**src/rtl/tile_write_arbiter_pkg.sv**
```systemverilog
// Shared definitions for the tile write path: arbiter state encoding and
// tile geometry constants also used by the tile writers.
package tile_arb_pkg;

    typedef enum logic {
        ST_IDLE  = 1'b0,
        ST_GRANT = 1'b1
    } arb_state_t;

    localparam int unsigned TILE_W     = 32;
    localparam int unsigned TILE_H     = 32;
    localparam int unsigned TILE_BEATS = TILE_W * TILE_H;
    localparam int unsigned PIXEL_W    = 16;

endpackage

```
**src/rtl/tile_write_arbiter_if.sv**
```systemverilog
// Bundle of the requester-side and interconnect-side Avalon-MM write signals.
// The master modport is the arbiter's view; slave is the environment's view.
interface tile_write_arbiter_if #(
    parameter int unsigned NUM_REQ = 4,
    parameter int unsigned ADDR_W  = 32,
    parameter int unsigned DATA_W  = 16
);

    logic [NUM_REQ*ADDR_W-1:0] req_address;
    logic [NUM_REQ-1:0]        req_write;
    logic [NUM_REQ*DATA_W-1:0] req_write_data;
    logic [NUM_REQ-1:0]        req_wait_request;
    logic [ADDR_W-1:0]         master_address;
    logic                      master_write;
    logic [DATA_W-1:0]         master_write_data;
    logic                      master_wait_request;

    modport master (
        input  req_address, req_write, req_write_data, master_wait_request,
        output req_wait_request, master_address, master_write, master_write_data
    );

    modport slave (
        output req_address, req_write, req_write_data, master_wait_request,
        input  req_wait_request, master_address, master_write, master_write_data
    );

endinterface

```
**src/rtl/tile_write_arbiter_rr_pick.sv**
```systemverilog
// Combinational round-robin picker: first set request searching from ptr+1,
// wrapping around, with ptr itself checked last.
module rr_pick #(
    parameter  int unsigned NUM_REQ = 4,
    localparam int unsigned IDX_W   = $clog2(NUM_REQ)
) (
    input  logic [NUM_REQ-1:0] req,
    input  logic [IDX_W-1:0]   ptr,
    output logic               any,
    output logic [IDX_W-1:0]   idx
);

    always_comb begin
        logic [IDX_W-1:0] cand;
        any  = |req;
        idx  = '0;
        cand = '0;
        // Walk farthest offset first so the nearest requester overwrites last.
        for (int unsigned k = NUM_REQ; k >= 1; k--) begin
            cand = IDX_W'((32'(ptr) + k) % NUM_REQ);
            if (req[cand]) begin
                idx = cand;
            end
        end
    end

endmodule

```
**src/rtl/tile_write_arbiter.sv**
```systemverilog
// Shares one Avalon-MM write master among NUM_REQ tile writers; each grant
// lasts one tile of BURST_LEN accepted writes, with an owner-idle watchdog.
module tile_write_arbiter
    import tile_arb_pkg::*;
#(
    parameter  int unsigned NUM_REQ      = 4,
    parameter  int unsigned ADDR_W       = 32,
    parameter  int unsigned DATA_W       = PIXEL_W,
    parameter  int unsigned BURST_LEN    = TILE_BEATS,
    parameter  int unsigned IDLE_TIMEOUT = 256,
    localparam int unsigned IDX_W        = $clog2(NUM_REQ)
) (
    input  logic                 clk,
    input  logic                 reset,
    tile_write_arbiter_if.master bus,
    output logic                 grant_valid,
    output logic [IDX_W-1:0]     grant_id,
    output logic                 tile_done,
    output logic                 timeout_err
);

    localparam int unsigned CNT_W  = $clog2(BURST_LEN) + 1;
    localparam int unsigned IDLE_W = $clog2(IDLE_TIMEOUT) + 1;
    localparam logic [CNT_W-1:0]  LAST_BEAT = CNT_W'(BURST_LEN - 1);
    localparam logic [IDLE_W-1:0] LAST_IDLE = IDLE_W'(IDLE_TIMEOUT - 1);

    arb_state_t        r_state, w_state_nxt;
    logic [IDX_W-1:0]  r_grant_id, w_grant_id_nxt;
    logic [IDX_W-1:0]  r_rr_ptr, w_rr_ptr_nxt;
    logic [CNT_W-1:0]  r_beat_cnt, w_beat_cnt_nxt;
    logic [IDLE_W-1:0] r_idle_cnt, w_idle_cnt_nxt;
    logic              w_pick_any;
    logic [IDX_W-1:0]  w_pick_idx;
    logic              w_granted;
    logic              w_owner_wr;
    logic              w_beat_ok;

    rr_pick #(.NUM_REQ(NUM_REQ)) u_rr_pick (
        .req (bus.req_write),
        .ptr (r_rr_ptr),
        .any (w_pick_any),
        .idx (w_pick_idx)
    );

    assign w_granted   = (r_state == ST_GRANT);
    assign w_owner_wr  = bus.req_write[r_grant_id];
    assign w_beat_ok   = w_granted && w_owner_wr && !bus.master_wait_request;
    assign grant_valid = w_granted;
    assign grant_id    = r_grant_id;

    always_ff @(posedge clk or posedge reset) begin
        if (reset) begin
            r_state    <= ST_IDLE;
            r_grant_id <= '0;
            r_rr_ptr   <= IDX_W'(NUM_REQ - 1);
            r_beat_cnt <= '0;
            r_idle_cnt <= '0;
        end else begin
            r_state    <= w_state_nxt;
            r_grant_id <= w_grant_id_nxt;
            r_rr_ptr   <= w_rr_ptr_nxt;
            r_beat_cnt <= w_beat_cnt_nxt;
            r_idle_cnt <= w_idle_cnt_nxt;
        end
    end

    always_comb begin
        w_state_nxt    = r_state;
        w_grant_id_nxt = r_grant_id;
        w_rr_ptr_nxt   = r_rr_ptr;
        w_beat_cnt_nxt = r_beat_cnt;
        w_idle_cnt_nxt = r_idle_cnt;
        tile_done      = 1'b0;
        timeout_err    = 1'b0;
        case (r_state)
            ST_IDLE: begin
                if (w_pick_any) begin
                    w_grant_id_nxt = w_pick_idx;
                    w_state_nxt    = ST_GRANT;
                end
            end
            ST_GRANT: begin
                w_idle_cnt_nxt = w_owner_wr ? '0 : r_idle_cnt + 1'b1;
                if (w_beat_ok) begin
                    w_beat_cnt_nxt = r_beat_cnt + 1'b1;
                end
                // Completion needs a write and timeout needs no write, so they are exclusive.
                if (w_beat_ok && r_beat_cnt == LAST_BEAT) begin
                    tile_done      = 1'b1;
                    w_rr_ptr_nxt   = r_grant_id;
                    w_beat_cnt_nxt = '0;
                    w_idle_cnt_nxt = '0;
                    w_state_nxt    = ST_IDLE;
                end else if (!w_owner_wr && r_idle_cnt == LAST_IDLE) begin
                    timeout_err    = 1'b1;
                    w_rr_ptr_nxt   = r_grant_id;
                    w_beat_cnt_nxt = '0;
                    w_idle_cnt_nxt = '0;
                    w_state_nxt    = ST_IDLE;
                end
            end
            default: w_state_nxt = ST_IDLE;
        endcase
    end

    always_comb begin
        bus.master_address    = '0;
        bus.master_write      = 1'b0;
        bus.master_write_data = '0;
        bus.req_wait_request  = '1;
        if (w_granted) begin
            bus.master_address               = bus.req_address[r_grant_id*ADDR_W +: ADDR_W];
            bus.master_write                 = w_owner_wr;
            bus.master_write_data            = bus.req_write_data[r_grant_id*DATA_W +: DATA_W];
            bus.req_wait_request[r_grant_id] = bus.master_wait_request;
        end
    end

endmodule
```
**src/flat_wrapper.sv**
```systemverilog
// flat-port wrapper written by rule: the top's interface ports become plain ports
module tile_write_arbiter_flat import tile_arb_pkg::*;
#(
    parameter  int unsigned NUM_REQ      = 4,
    parameter  int unsigned ADDR_W       = 32,
    parameter  int unsigned DATA_W       = PIXEL_W,
    parameter  int unsigned BURST_LEN    = TILE_BEATS,
    parameter  int unsigned IDLE_TIMEOUT = 256,
    localparam int unsigned IDX_W        = $clog2(NUM_REQ)
)
  (clk, reset, grant_valid, grant_id, tile_done, timeout_err, bus_req_address, bus_req_write, bus_req_write_data, bus_master_wait_request, bus_req_wait_request, bus_master_address, bus_master_write, bus_master_write_data);
  tile_write_arbiter_if #(.NUM_REQ(NUM_REQ), .ADDR_W(ADDR_W), .DATA_W(DATA_W)) bus_i ();
  input  logic clk;
  input  logic reset;
  output logic grant_valid;
  output logic [IDX_W-1:0] grant_id;
  output logic tile_done;
  output logic timeout_err;
  input wire logic [$bits(bus_i.req_address)-1:0] bus_req_address;
  input wire logic [$bits(bus_i.req_write)-1:0] bus_req_write;
  input wire logic [$bits(bus_i.req_write_data)-1:0] bus_req_write_data;
  input wire logic [$bits(bus_i.master_wait_request)-1:0] bus_master_wait_request;
  output wire logic [$bits(bus_i.req_wait_request)-1:0] bus_req_wait_request;
  output wire logic [$bits(bus_i.master_address)-1:0] bus_master_address;
  output wire logic [$bits(bus_i.master_write)-1:0] bus_master_write;
  output wire logic [$bits(bus_i.master_write_data)-1:0] bus_master_write_data;
  assign bus_i.req_address = bus_req_address;
  assign bus_i.req_write = bus_req_write;
  assign bus_i.req_write_data = bus_req_write_data;
  assign bus_i.master_wait_request = bus_master_wait_request;
  assign bus_req_wait_request = bus_i.req_wait_request;
  assign bus_master_address = bus_i.master_address;
  assign bus_master_write = bus_i.master_write;
  assign bus_master_write_data = bus_i.master_write_data;
  tile_write_arbiter #(.NUM_REQ(NUM_REQ), .ADDR_W(ADDR_W), .DATA_W(DATA_W), .BURST_LEN(BURST_LEN), .IDLE_TIMEOUT(IDLE_TIMEOUT)) u_core (.clk(clk), .reset(reset), .bus(bus_i), .grant_valid(grant_valid), .grant_id(grant_id), .tile_done(tile_done), .timeout_err(timeout_err));
endmodule
```
**config.mk**
```make
export PLATFORM = sky130hd
export DESIGN_NAME = tile_write_arbiter_flat
export DESIGN_NICKNAME = d
export VERILOG_FILES = /design/src/rtl/tile_write_arbiter_pkg.sv /design/src/rtl/tile_write_arbiter_if.sv /design/src/rtl/tile_write_arbiter_rr_pick.sv /design/src/rtl/tile_write_arbiter.sv /design/src/flat_wrapper.sv
export SDC_FILE = /design/constraint.sdc
export NUM_CORES = 1
export LEC_CHECK = 0
export BUFFER_PORTS_ARGS = -buffer_cell sky130_fd_sc_hd__clkbuf_2
export CORE_AREA = 5 5 96 98
export DETAILED_ROUTE_END_ITERATION = 6
export DIE_AREA = 0 0 101 103
export PLACE_DENSITY = 0.77
export SETUP_SLACK_MARGIN = 0.3
export SKIP_LAST_GASP = 1
export SYNTH_ARGS = -nofsm -noshare
export SYNTH_HDL_FRONTEND = slang
export SYNTH_SLANG_ARGS = --single-unit
```
**constraint.sdc**
```tcl
create_clock -name clk -period 3.1 [get_ports clk]
set_clock_uncertainty 0.2 [all_clocks]
set_input_delay 0.62 -clock clk [delete_from_list [all_inputs] [get_ports clk]]
set_output_delay 0.62 -clock clk [all_outputs]
set_load 0.005 [all_outputs]
```
After elaboration in Yosys (flattened, before gate mapping). Index checks and enable logic that the tools add are counted.

Flip-flop bits (word level): 25. Word-level logic and storage cells: 74.

Add/subtract/negate cells: 6. $lt $le $gt $ge: 6. Eq/ne operators: 2. Shift operators: 2. Mux-type cells: 37. Bitwise operators: 3. Reductions and logical operators: 13.

Operators by type and width (number): $shiftx 128x8->32 (1); $shiftx 64x7->16 (1); $mux 11 (3); $mux 32 (1); $mux 9 (3); $mux 16 (1); $lt 2x3->1 const B (5); $mux 1 (15); $mux 2 (6); $add 11x1->11 const B (1); $eq 11x10->1 const B (1); $bmux 1 s2 (5); $add 9x1->9 const B (1); $eq 9x8->1 const B (1); $reduce_and 2->1 (3); $logic_and 1x1->1 (5); $add 2x1->2 const B (2); $add 2x2->2 const B (2); $mux 4 (1); $not 4->4 (1); $or 4x4->4 (1); $reduce_or 4->1 (1); $reduce_bool 3->1 (1); $demux 1 s2 (1); other kinds (5) (6).

Longest topological paths before layout.
Depth in word-level cells: 7. Depth in mapped cells: 10. Mapped depth without buffers: 9.

By module. A second synthesis with hierarchy kept.

Cells, all modules: 284. Area, all modules: 3045.4 µm².

By module, submodules not included: tile_write_arbiter (times used 1, cells each 270, area each 2954.1 µm², sequential area each 628.1 µm²); rr_pick (times used 1, cells each 14, area each 91.3 µm², sequential area each 0.0 µm²).

Worst setup path before layout. No wires, ideal clock.

Kind: register to output. From: register u_core.r_idle_cnt[0]. To: output timeout_err. Arrival: 1913 ps. Data required time: 2280 ps. Path slack: 367 ps. Cell stages (with the launch flop): 9. Path through: dfrtp_1 -> ha_1 -> and3_1 -> and3_1 -> and3_1 -> ha_1 -> and3_1 -> a32oi_1 -> inv_1.

Longest elaborated chain between the ends: 5.

RTL lines: start, declared (RTL line tile_write_arbiter.sv:31) `logic [IDLE_W-1:0] r_idle_cnt, w_idle_cnt_nxt;`; start signal, assigned (RTL line tile_write_arbiter.sv:63) `r_idle_cnt <= w_idle_cnt_nxt;`; $eq 9x8->1 (RTL line tile_write_arbiter.sv:94) `end else if (!w_owner_wr && r_idle_cnt == LAST_IDLE) begin`; $logic_and 1x1->1 (RTL line tile_write_arbiter.sv:94); $mux 1 (RTL line tile_write_arbiter.sv:94); $mux 1 (RTL line tile_write_arbiter.sv:88) `if (w_beat_ok && r_beat_cnt == LAST_BEAT) begin`; $mux 1 (RTL line tile_write_arbiter.sv:75) `case (r_state)`; end, declared (RTL line flat_wrapper.sv:18) `output logic timeout_err;`.

No other way between the ends.

Final worst setup path.
From: register u_core.r_idle_cnt[1]. To: output timeout_err.

The elaborated chain is that of the path after synthesis.

==> impl_results.md <==
- Critical Path Fanout Max: 3
- Final Cell Area: 4710 um^2
- Period Utilization, post-route: 94.4%
- Crit path DAT: 2110 ps
- First-pass DRT Iterations: 4
- Total placed instance area: 4360 um^2
- Unique masters post-synth: 43
- Clk pwr share: 10.9%
- Pre-CTS setup slack: 266 ps
- Switching Share: 36.5%
- Synth top area share: 37.4%
- Max frequency: 342 MHz
- Synth Instances: 267
- R2r setup slk: 260 ps
- Leading area contributor after synthesis: mux4_2
- Antenna-violating nets left: 0
- Non-Filler Instances: 639
- Number of synthesized register bits: 25
- Commonest non-fill, non-tap cell in the layout: clkbuf_2
- Post-Synthesis Cell Area: 2950 um^2
- Max rail drop VDD: 0.000251 V
- Clock buffer depth: 2
- Dpl hpwl: 10.7 mm
- Number of global-route vias before repair: 3559
- Site row count: 34
- Min-Delay Path Class: in2async
- Int Pwr: 1.15 mW
- Layout cells sized above 1: 70.2%
- Initial antenna violation count: 0
- Residual DRC count: 0
- RSZ-0062 raised after global routing: true
- Post-Route WL: 13.2 mm
- Syn Nets: 469
- Die width: 101 um
- Initial core utilization: 35.2%
- FF-to-FF path depth: 14
- Maxcap violations: 0
- FILL cells: 740
- Synth-to-layout area growth: 59.4%
- Status: finished, final reports clean
- Top Ports: 257
- CP required: 2280 ps
- Core ar.: 8380 um^2
- RR Endpoint: u_core.r_rr_ptr[1]
- Clock Sinks: 25
- Share of the yosys chip area belonging to registers: 21.3%
- Hold WS: 338 ps
- Slew headroom: 35.0%
- Ys Warns: 0
- CTS Root Cell: clkbuf_8
- RR Startpoint: u_core.r_idle_cnt[1]
- Final Wtd Congestion: 0.950
- Synth area leaders: mux4_2 (37%), dfrtp_1 (19%), and2_1 (10%)
- Final WS setup: 175 ps
- Nets@finish: 734
- Iteration-0 DRC Markers: 183
- Vias: 3478
- Final Slew Violations: 0
- CTS tree: yes
- H-tree Lvls: 1
- PD cells: 383 nW/um^2
- Tot Pwr: 1.80 mW
- Final Hold Vio Count: 0
- Post-Syn Area per Cell: 11.1 um^2
- Antenna cell count: 0
- Logic pwr share: 63.6%
- All-Layer GR Usage: 22.8%
- Crit. End Element: output pin
- Final min period: 2930 ps
- Fin Setup TNS: 0 ps
- First-pass GRT wire length: 18.4 mm
- Worst-margin pin slew: 974 ps
- Vias/cell: 5.44
- Core Util, Final: 56.2%
- Most frequent cells in the layout: clkbuf_2 (256), mux4_2 (49), and2_1 (49)
- Final setup fails: 0
- Die area: 10400 um^2
- Num CTS Buffers: 3
- Gr ovfl total: 0
- Worst skew pair latency: 270 ps
- Largest net degree at the start of global routing: 61
- CP Launch Type: flop
- Port bufs: 256
- Wire per inst: 20.6 um
- Dpl cells: 618
- Net switching power: 0.658 mW
- Chip Height: 103 um
- Sequential power share: 25.5%
- Leak Pwr: 2.34 nW
- Clk pin slew, worst setup/hold paths: 90 ps
- Critical path class: reg2out
==> critical path, cell delays in order (launching register included) <==
cell and delay (ps):
dfrtp_1 410, ha_2 200, and3_4 180, and3_4 180, and3_4 180, ha_4 160, and3_4 170, a32oi_2 170
inv_1 60, clkbuf_2 120
==> what timing repair did <==
item / in CTS / in global routing
setup endpoints to repair: 2 / 28
pin swaps: 3 / 2
buffers inserted: 12 / 3
gates cloned: 0 / 2
hold buffers: 0 / 0
gates resized for setup: 10 / 27
==> logic make-up (layout without fill, tap and decap cells) <==
kind of cell               count (synthesis)  count (layout)  share of synthesized area, %
and+or+nand+nor                          106             106                          22.1
muxes                                     56              56                          40.0
AOI/OAI and AO/OA                         41              41                          9.62
buffers and inverters                     34             298                          5.17
DFF                                       25              25                          21.3
adders and majority gates                  3               3                          1.27
xor gates and xnor gates                   2               2                         0.593
==> routing by layer <==
metal | global-route usage [%] | up-vias | routed length, um
met3 | 3.25 | 26 | 1040
met1 | 29.2 | 1707 | 4990
met4 | 5.93 | 0 | 270
met5 | 0 | - | 0
met2 | 40.5 | 162 | 6880
li1 | - | 1583 | -
==> worst max-delay path by stage <==
stage                               startpoint     endpoint  cells after the start
after floorplan           u_core.r_idle_cnt[0]  timeout_err                      8
after global placement    u_core.r_idle_cnt[0]  timeout_err                      9
after detailed placement  u_core.r_idle_cnt[0]  timeout_err                      9
after CTS                 u_core.r_idle_cnt[1]  timeout_err                      9
after global routing      u_core.r_idle_cnt[1]  timeout_err                      9
final                     u_core.r_idle_cnt[1]  timeout_err                      9
==> state kept, by name, indices dropped and copies added (netlist names) <==
register,flops
u_core.r_rr_ptr,2
u_core.r_beat_cnt,11
u_core.r_idle_cnt,9
u_core.grant_id,2
u_core.grant_valid,1
==> power groups by stage <==
stage / logic [mW] / registers, mW / clock network [mW]
floorplan: 0.651 / 0.432 / 0
global placement: 1.01 / 0.448 / 0
detailed placement: 1.04 / 0.455 / 0
CTS: 1.08 / 0.443 / 0.200
global route: 1.24 / 0.468 / 0.213
finish: 1.15 / 0.459 / 0.196
==> synthesized netlist by cell type, drive strengths merged <==
library cell / n
nor4: 1
nand3: 10
or3: 2
and4: 2
nand4: 3
a32oi: 1
dfrtp: 23
nand2b: 4
o21ai: 6
ha: 3
o31ai: 12
or4: 9
mux4: 49
mux2i: 4
nor3b: 2
dfstp: 2
buf: 13
a21o: 2
nor2: 5
a21oi: 10
clkbuf: 11
o32a: 1
a31oi: 1
o41ai: 1
a21boi: 1
and2: 49
o2bb2ai: 3
inv: 10
xor2: 2
and3: 8
nor3: 2
nor2b: 3
o22ai: 1
nand2: 6
a31o: 2
mux2: 3
==> final cells by class <==
class / instances / area, um^2 / share of cell area (%)
Clock buffer: 3 / 41.3 / 0.877
Clock inverter: 1 / 5.00 / 0.106
Inverter: 10 / 37.5 / 0.798
Multi-Input combinational cell: 208 / 2290 / 48.8
Sequential cell: 25 / 637 / 13.5
Tap cell: 108 / 135 / 2.87
Timing Repair Buffer: 284 / 1560 / 33.0
Note: power is estimated with default switching activity, not from simulation.
